<file path="src/rtl/button_event_ctrl_if.sv">
// Event pop port of button_event_ctrl: FIFO head with valid/ready handshake.
// master = event producer (controller), slave = consumer (CPU side).
interface button_event_ctrl_if #(
    parameter int DW = 4
) ();
    logic          evt_valid;
    logic [DW-1:0] evt_data;
    logic          evt_ready;

    modport master (output evt_valid, output evt_data, input evt_ready);
    modport slave  (input evt_valid, input evt_data, output evt_ready);
endinterface

</file>
<file path="src/rtl/button_event_ctrl.sv">
// Per-button press/long/repeat FSMs feeding a round-robin arbitrated event FIFO.
// Optional macro REPEAT_EN enables periodic REPEAT events while a button is held.
module button_event_ctrl #(
    parameter int N_BTN         = 4,
    parameter int LONG_CYCLES   = 25000000,
    parameter int REPEAT_CYCLES = 5000000,
    parameter int FIFO_DEPTH    = 8
) (
    input  logic                          clk,
    input  logic                          rst_n,
    input  logic                          en,
    input  logic                          clr,
    input  logic [N_BTN-1:0]              btn_state,
    input  logic [N_BTN-1:0]              btn_down,
    input  logic [N_BTN-1:0]              btn_up,
    button_event_ctrl_if.master           evt,
    output logic                          irq,
    output logic                          ovf,
    output logic [$clog2(FIFO_DEPTH):0]   fifo_count
);

    localparam int IDXW = (N_BTN > 1) ? $clog2(N_BTN) : 1;
    localparam int DW   = 2 + IDXW;
    localparam int MAXC = (LONG_CYCLES > REPEAT_CYCLES) ? LONG_CYCLES : REPEAT_CYCLES;
    localparam int CW   = $clog2(MAXC);
    localparam int AW   = $clog2(FIFO_DEPTH);

    localparam logic [1:0]    T_PRESS   = 2'd0;
    localparam logic [1:0]    T_RELEASE = 2'd1;
    localparam logic [1:0]    T_LONG    = 2'd2;
    localparam logic [1:0]    T_REPEAT  = 2'd3;
    localparam logic [CW-1:0] LONG_LAST = CW'(LONG_CYCLES - 1);
`ifdef REPEAT_EN
    localparam logic [CW-1:0] REP_LAST  = CW'(REPEAT_CYCLES - 1);
`endif

    typedef enum logic [1:0] {S_IDLE, S_PRESSED, S_HELD} state_e;

    state_e        st_q  [N_BTN];
    state_e        st_d  [N_BTN];
    logic [CW-1:0] cnt_q [N_BTN];
    logic [CW-1:0] cnt_d [N_BTN];
    logic [3:0]    emit  [N_BTN];
    logic [3:0]    pend_q[N_BTN];
    logic [3:0]    pend_d[N_BTN];
    logic [3:0]    gmask [N_BTN];

    logic            gnt;
    logic [IDXW-1:0] gidx;
    logic [1:0]      gtype;
    logic [IDXW-1:0] rr_q, rr_d;
    logic            ovf_q, drop;

    logic [DW-1:0]   mem_q [FIFO_DEPTH];
    logic [AW-1:0]   wr_q, rd_q;
    logic [AW:0]     count_q, count_d;
    logic            full, pop, push, head_valid;

    // Button FSM next-state; priority: disable, down, up, silent drop of level, timers
    always_comb begin
        for (int unsigned i = 0; i < N_BTN; i++) begin
            st_d[i]  = st_q[i];
            cnt_d[i] = cnt_q[i];
            emit[i]  = '0;
            if (!en) begin
                st_d[i]  = S_IDLE;
                cnt_d[i] = '0;
            end else if (btn_down[i]) begin
                emit[i][T_PRESS] = 1'b1;
                cnt_d[i]         = '0;
                st_d[i]          = S_PRESSED;
            end else if (st_q[i] != S_IDLE && btn_up[i]) begin
                emit[i][T_RELEASE] = 1'b1;
                cnt_d[i]           = '0;
                st_d[i]            = S_IDLE;
            end else if (st_q[i] != S_IDLE && !btn_state[i]) begin
                cnt_d[i] = '0;
                st_d[i]  = S_IDLE;
            end else begin
                case (st_q[i])
                    S_PRESSED: begin
                        if (cnt_q[i] == LONG_LAST) begin
                            emit[i][T_LONG] = 1'b1;
                            cnt_d[i]        = '0;
                            st_d[i]         = S_HELD;
                        end else begin
                            cnt_d[i] = cnt_q[i] + CW'(1);
                        end
                    end
                    S_HELD: begin
`ifdef REPEAT_EN
                        if (cnt_q[i] == REP_LAST) begin
                            emit[i][T_REPEAT] = 1'b1;
                            cnt_d[i]          = '0;
                        end else begin
                            cnt_d[i] = cnt_q[i] + CW'(1);
                        end
`else
                        cnt_d[i] = '0;
`endif
                    end
                    default: ;
                endcase
            end
        end
    end

    always_ff @(posedge clk or negedge rst_n) begin
        if (!rst_n) begin
            for (int unsigned i = 0; i < N_BTN; i++) begin
                st_q[i]  <= S_IDLE;
                cnt_q[i] <= '0;
            end
        end else begin
            for (int unsigned i = 0; i < N_BTN; i++) begin
                st_q[i]  <= st_d[i];
                cnt_q[i] <= cnt_d[i];
            end
        end
    end

    assign head_valid = (count_q != '0);
    assign full       = (count_q == (AW+1)'(FIFO_DEPTH));
    assign pop        = head_valid & evt.evt_ready;
    assign push       = gnt;

    // Round-robin over buttons, fixed type priority PRESS > LONG > REPEAT > RELEASE
    always_comb begin
        int unsigned idx;
        idx   = 0;
        gnt   = 1'b0;
        gidx  = '0;
        gtype = T_PRESS;
        for (int unsigned i = 0; i < N_BTN; i++) gmask[i] = '0;
        if (!full || pop) begin
            for (int unsigned k = 0; k < N_BTN; k++) begin
                idx = 32'(rr_q) + k;
                if (idx >= N_BTN) idx = idx - N_BTN;
                if (!gnt && pend_q[idx] != '0) begin
                    gnt  = 1'b1;
                    gidx = IDXW'(idx);
                    if (pend_q[idx][T_PRESS])       gtype = T_PRESS;
                    else if (pend_q[idx][T_LONG])   gtype = T_LONG;
`ifdef REPEAT_EN
                    else if (pend_q[idx][T_REPEAT]) gtype = T_REPEAT;
`endif
                    else                            gtype = T_RELEASE;
                    gmask[idx][gtype] = 1'b1;
                end
            end
        end
    end

    always_comb begin
        drop = 1'b0;
        for (int unsigned i = 0; i < N_BTN; i++) begin
            pend_d[i] = (pend_q[i] & ~gmask[i]) | emit[i];
            drop      = drop | (|(emit[i] & pend_q[i] & ~gmask[i]));
`ifndef REPEAT_EN
            pend_d[i][T_REPEAT] = 1'b0;
`endif
        end
        rr_d = rr_q;
        if (gnt) rr_d = (gidx == IDXW'(N_BTN - 1)) ? '0 : gidx + IDXW'(1);
        count_d = count_q;
        case ({push, pop})
            2'b10:   count_d = count_q + (AW+1)'(1);
            2'b01:   count_d = count_q - (AW+1)'(1);
            default: count_d = count_q;
        endcase
    end

    // clr outranks any same-cycle emit, grant, push or pop
    always_ff @(posedge clk or negedge rst_n) begin
        if (!rst_n) begin
            for (int unsigned i = 0; i < N_BTN; i++) pend_q[i] <= '0;
            ovf_q   <= 1'b0;
            rr_q    <= '0;
            wr_q    <= '0;
            rd_q    <= '0;
            count_q <= '0;
        end else if (clr) begin
            for (int unsigned i = 0; i < N_BTN; i++) pend_q[i] <= '0;
            ovf_q   <= 1'b0;
            rr_q    <= '0;
            wr_q    <= '0;
            rd_q    <= '0;
            count_q <= '0;
        end else begin
            for (int unsigned i = 0; i < N_BTN; i++) pend_q[i] <= pend_d[i];
            ovf_q   <= ovf_q | drop;
            rr_q    <= rr_d;
            wr_q    <= wr_q + AW'(push);
            rd_q    <= rd_q + AW'(pop);
            count_q <= count_d;
        end
    end

    always_ff @(posedge clk) begin
        if (push && !clr) mem_q[wr_q] <= {gtype, gidx};
    end

    assign evt.evt_valid = head_valid;
    assign evt.evt_data  = head_valid ? mem_q[rd_q] : '0;
    assign irq           = head_valid & en;
    assign ovf           = ovf_q;
    assign fifo_count    = count_q;

endmodule

</file>
<file path="src/flat_wrapper.sv">
// flat-port wrapper written by rule: the top's interface ports become plain ports
module button_event_ctrl_flat 
#(
    parameter int N_BTN         = 4,
    parameter int LONG_CYCLES   = 25000000,
    parameter int REPEAT_CYCLES = 5000000,
    parameter int FIFO_DEPTH    = 8
)
  (clk, rst_n, en, clr, btn_state, btn_down, btn_up, irq, ovf, fifo_count, evt_evt_valid, evt_evt_data, evt_evt_ready);
  button_event_ctrl_if #(.DW((4))) evt_i ();
  input  logic clk;
  input  logic rst_n;
  input  logic en;
  input  logic clr;
  input  logic [N_BTN-1:0] btn_state;
  input  logic [N_BTN-1:0] btn_down;
  input  logic [N_BTN-1:0] btn_up;
  output logic irq;
  output logic ovf;
  output logic [$clog2(FIFO_DEPTH):0] fifo_count;
  output wire logic [$bits(evt_i.evt_valid)-1:0] evt_evt_valid;
  output wire logic [$bits(evt_i.evt_data)-1:0] evt_evt_data;
  input wire logic [$bits(evt_i.evt_ready)-1:0] evt_evt_ready;
  assign evt_evt_valid = evt_i.evt_valid;
  assign evt_evt_data = evt_i.evt_data;
  assign evt_i.evt_ready = evt_evt_ready;
  button_event_ctrl #(.N_BTN(N_BTN), .LONG_CYCLES(LONG_CYCLES), .REPEAT_CYCLES(REPEAT_CYCLES), .FIFO_DEPTH(FIFO_DEPTH)) u_core (.clk(clk), .rst_n(rst_n), .en(en), .clr(clr), .btn_state(btn_state), .btn_down(btn_down), .btn_up(btn_up), .evt(evt_i), .irq(irq), .ovf(ovf), .fifo_count(fifo_count));
endmodule
</file>
<file path="config.mk">
export PLATFORM = sky130hd
export DESIGN_NAME = button_event_ctrl_flat
export DESIGN_NICKNAME = d
export VERILOG_FILES = /design/src/rtl/button_event_ctrl_if.sv /design/src/rtl/button_event_ctrl.sv /design/src/flat_wrapper.sv
export SDC_FILE = /design/constraint.sdc
export NUM_CORES = 1
export LEC_CHECK = 0
export ABC_CLOCK_PERIOD_IN_PS = 11900
export CAP_MARGIN = 20
export CORE_MARGIN = 2
export CORE_UTILIZATION = 65
export DETAILED_ROUTE_END_ITERATION = 16
export PLACE_DENSITY = 0.83
export SETUP_SLACK_MARGIN = 0.2
export SLEW_MARGIN = 20
export SYNTH_ARGS = -nofsm -noshare
export SYNTH_HDL_FRONTEND = slang
export SYNTH_SLANG_ARGS = --single-unit
</file>
<file path="constraint.sdc">
create_clock -name clk -period 11.9 [get_ports clk]
set_clock_uncertainty 0.15 [all_clocks]
set_input_delay 1.19 -clock clk [delete_from_list [all_inputs] [get_ports clk]]
set_output_delay 1.19 -clock clk [all_outputs]
set_load 0.05 [all_outputs]
</file>
Word-level counts from Yosys, hierarchy flattened
Memories as Yosys holds them, arrays and structs flattened. Index checks and enable logic that the tools add are counted.

Bits in read-only memories: 0. Bits in writable memories: 32. Bits of input ports: 17. Bits in latches: 0. Register bits: 136. Output and inout port bits: 11. Memories kept: 1. Logic and storage cells: 334.

Mux-type cells: 170. Reduce and logical (&&, ||, !) cells: 49. Bitwise logic cells: 33. $add $sub $neg: 16. Multipliers: 0. Divide/modulo/power cells: 0. Equal/unequal tests: 28. Shift operators: 0. Magnitude comparators: 20.

Memories: u_core.mem_q (depth 8, bits a word 4, read ports 1, clocked after Yosys merged registers in 0, wr ports 1, line button_event_ctrl.sv:54) `logic [DW-1:0] mem_q [FIFO_DEPTH];`.

Operators by type and width (number): 25-bit two-way mux (20); 32-bit two-way mux (8); 25-bit case mux with 2 select lines (4); 33-bit by 3-bit >= comparator with 1-bit output (second input constant) (4); 33-bit by 1-bit < comparator with 1-bit output (second input constant) (4); 32-bit inverter with 33-bit output (4); 16-bit two-way mux (8); 2-bit two-way mux (57); 25-bit by 1-bit adder with 25-bit output (second input constant) (4); 25-bit == test (second input constant) (4); 32-bit by 3-bit >= comparator with 1-bit output (second input constant) (3); 32-bit by 3-bit subtractor with 32-bit output (second input constant) (3); 4-bit two-way mux (14); 16-bit bitwise OR (3); 5-bit by 1-bit != test with 1-bit output (second input constant) (8); 1-bit two-way mux (39); 4-bit binary-select mux with 2-bit select (4); 4-bit demux with 2-bit select (4); 6-bit by 1-bit != test with 1-bit output (second input constant) (4); 1-bit logical AND (20); 4-bit nonzero test (5); 3-bit two-way mux (6); 3-bit by 4-bit AND with 4-bit output (4); 4-bit inverter (4); 27 further kinds (78).

Longest topological paths before layout
Word-level depth: 40. Gate-level depth with buffers: 16. Gate-level depth less buffers: 13.

Worst setup path after synthesis
OpenSTA, ideal clock, no wires.

Kind: reg2reg. From: register u_core.rr_q[1]. To: register u_core.count_q[3], in the netlist u_core.fifo_count[3]. Library setup time: 0.132 ns. Path slack: 7.712 ns. Path buffers: 3. Required time: 11.618 ns. Data arrival time: 3.906 ns. Stages on the path, launching flop included: 17. Cells stage by stage: dfrtp_1 > clkbuf_1 > inv_1 > ha_1 > buf_6 > mux4_1 > or3_1 > buf_4 > nor3_4 > nand3_1 > inv_1 > ha_1 > a21o_1 > a21oi_1 > mux2i_1 > xnor2_1 > nor2_1.

Cells in the longest elaborated chain, start to end: 25. Elaborated cells on any way between the ends: 58.

RTL lines: from (decl) (line button_event_ctrl.sv:51) `logic [IDXW-1:0] rr_q, rr_d;`; from (signal assigned) (line button_event_ctrl.sv:192) `rr_q <= rr_d;`; branches (longest 20 deep; another with 32-bit by 3-bit subtractor with 32-bit output); 1-bit two-way mux (*) (line button_event_ctrl.sv:139) `if (!gnt && pend_q[idx] != '0) begin`; 1-bit two-way mux (*) (line button_event_ctrl.sv:135) `if (!full || pop) begin`; 2-bit by 1-bit == test with 1-bit output or 2-bit == test (tied branches) (line button_event_ctrl.sv:166) `case ({push, pop})`; 4-bit case mux with 2 select lines (line button_event_ctrl.sv:166); 4-bit two-way mux (line button_event_ctrl.sv:182) `end else if (clr) begin`; to (signal assigned) (line button_event_ctrl.sv:195) `count_q <= count_d;`; to (decl) (line button_event_ctrl.sv:56) `logic [AW:0] count_q, count_d;`.

Mark *: on every way between the ends. The select of a mux whose other input is x is not followed. A chain may end at the register's enable or synchronous reset.

Worst setup path after layout
From: register u_core.rr_q[0]. To: register u_core.count_q[3], in the netlist u_core.fifo_count[3].

Same word-level chain as after synthesis.

==> results.json <==
{
  "dieArea_um2": 15800,
  "vias": 7938,
  "cts_made_buffers": 17,
  "start_util_pct": 66.3,
  "syn_nets": 1061,
  "drv_slew": 0,
  "place_ws_ns": 7.02,
  "n_antenna_cell": 0,
  "grt_setup_unrepaired": "false",
  "synth.yosys.warnings": 0,
  "cts_tree": "yes",
  "grt_pass1_wl_um": 37300,
  "drt-initial-drc-count": 782,
  "core_area_um2": 14500,
  "final_common_cell": "nor2_1",
  "layout-drive-gt1-share_pct": 6.41,
  "grt_pass1_vias": 7385,
  "hpwl_um": 15200,
  "powerDensity_nw_per_um2": 163,
  "p_leak_nw": 4.23,
  "clock-sinks": 165,
  "numPortBuffers": 27,
  "tightest_slew_ns": 1.06,
  "cap_violations": 0,
  "worst-path-max-fanout": 17,
  "dp.cells": 1197,
  "timing.fmax_mhz": 203,
  "yosysSeqAreaShare_pct": 44.7,
  "syn-mean-instance-area_um2": 9.45,
  "period_share_pct": 41.4,
  "grt_max_degree": 84,
  "crit_type": "reg2reg",
  "clk_latency_ns": 0.44,
  "reg2reg_slack_ns": 6.97,
  "cp-end-kind": "register",
  "die_y_um": 126,
  "slew_headroom_pct": 28.9,
  "layout.nets": 1077,
  "final_util_pct": 72.9,
  "post_cts_buffers": 0,
  "mostFrequentLayoutCells": "nor2_1 (143), dfrtp_1 (133), nand2_1 (106)",
  "use_met1_pct": 40.8,
  "total_power_mw": 1.72,
  "place_congestion": 1.01,
  "areaGrowthSynthToFinish_pct": 9.95,
  "wirelength_um": 22200,
  "drc": 0,
  "setup_slack_ns": 6.97,
  "synth-edff-count": 32,
  "final_cell_area_um2": 10600,
  "finalHoldViolCount": 0,
  "ios": 28,
  "antenna_found_initial": 0,
  "via_per_inst": 6.46,
  "crit_arrival_ns": 5.05,
  "ys_top_cells_by_area": "dfrtp_1 (35%), edfxtp_1 (10%), nor2_1 (5.6%), o21ai_0 (4.5%), nand2_1 (4.1%)",
  "holdWs_ns": 0.326,
  "worst_ep_required_time_ns": 12.02,
  "synth.distinct_cells": 79,
  "hold_class": "reg2reg",
  "ctsResizeCount": 0,
  "hold_buffers": 0,
  "wl_per_cell_um": 18.1,
  "grtUsageTotal_pct": 29.1,
  "fin_setup_tns_ns": 0,
  "synth_ff_type": "dfrtp_1",
  "post_dp_cell_area_um2": 9970,
  "path_clk_slew_ns": 0.06,
  "synth_area_um2": 9600,
  "htreeDepth": 4,
  "grt.busiest_layer": "met2",
  "period_minus_slack_ns": 4.93,
  "grtUsageMet2_pct": 46.3,
  "status": "completed",
  "die_x_um": 126,
  "fin_cells": 1229,
  "synth_cells": 1016,
  "row_count": 44,
  "yosys.area.top_type_share_pct": 34.7,
  "gr-total-overflow": 0,
  "grt_use_met3_pct": 6.29,
  "drt_pass1_iterations": 5,
  "ys_ff_latch": 165,
  "ir_worst_vdd_mv": 0.114,
  "setup-violations-final": 0,
  "yosys.area.top_type": "dfrtp_1",
  "ant_nets": 0,
  "critPathLaunchType": "register",
  "cts_buffer_depth": 2,
  "root_buffer": "clkbuf_16",
  "synthArstFlopShare_pct": 80.6
}
layer usage:
layer	vias up	part of all wire (%)
met2	281	47
li1	3761	-
met1	3852	44
met3	44	6.6
met5	-	0
met4	0	1.8
critical path, cell delays in order (launching register included):
cell,delay (ns)
dfrtp_1,0.81
inv_1,0.32
ha_1,0.57
mux4_1,0.65
or3_1,0.57
nor3_4,0.34
nand3_1,0.18
inv_1,0.16
ha_1,0.24
a21o_1,0.18
a21oi_1,0.17
mux2i_1,0.23
xnor2_1,0.14
nor2_1,0.05
cells by family after synthesis:
logic type / after synthesis / synth area share (%)
AND/OR/NAND/NOR: 476 / 25.0
AO/OA/AOI/OAI: 217 / 13.9
flip-flops: 165 / 44.7
buffers and inverters: 55 / 2.50
XOR/XNOR: 45 / 4.11
multiplexers: 30 / 6.02
adder cells (fa/ha/maj): 28 / 3.73
registers in the layout, indices dropped and copies added, names as in the netlist:
signal,cells
u_core.wr_q,3
u_core.ovf,1
u_core.mem_q,32
u_core.rd_q,3
u_core.rr_q,2
u_core.st_q,8
u_core.pend_q,12
u_core.fifo_count,4
u_core.cnt_q,100
Yosys cell counts (21+ instances only):
cell	n
a21oi_1	47
and3_1	23
clkbuf_1	26
dfrtp_1	133
edfxtp_1	32
ha_1	27
inv_1	21
nand2_1	106
nand3_1	58
nand4_1	22
nor2_1	143
o21ai_0	87
xor2_1	27
where the power goes:
| group | switching [mW] | internal (mW) | total (mW) |
|---|---|---|---|
| Sequential | 0.0451 | 0.624 | 0.669 |
| Clock | 0.233 | 0.311 | 0.544 |
| Combinational | 0.322 | 0.182 | 0.504 |
area by class of cell:
cell class	instances	area [um2]
Clock buffer	18	429
Clock inverter	14	150
Fill cell	1054	3930
Inverter	21	78.8
Multi-Input combinational cell	796	5070
Sequential cell	165	4290
Tap cell	184	230
Timing Repair Buffer	31	302
final timing paths:
kind | startpoint | to | cells past startpoint
worst max-delay path | u_core.rr_q[0] | u_core.fifo_count[3] | 13
max in group asynchronous | rst_n | u_core.rd_q[2] | 2
worst max register to register | u_core.rr_q[0] | u_core.fifo_count[3] | 13
worst min-delay path | u_core.cnt_q[49] | u_core.cnt_q[49] | 1
worst min register to register | u_core.cnt_q[49] | u_core.cnt_q[49] | 1
min in group asynchronous | rst_n | u_core.cnt_q[72] | 1
Note: power is estimated with default switching activity, not from simulation.
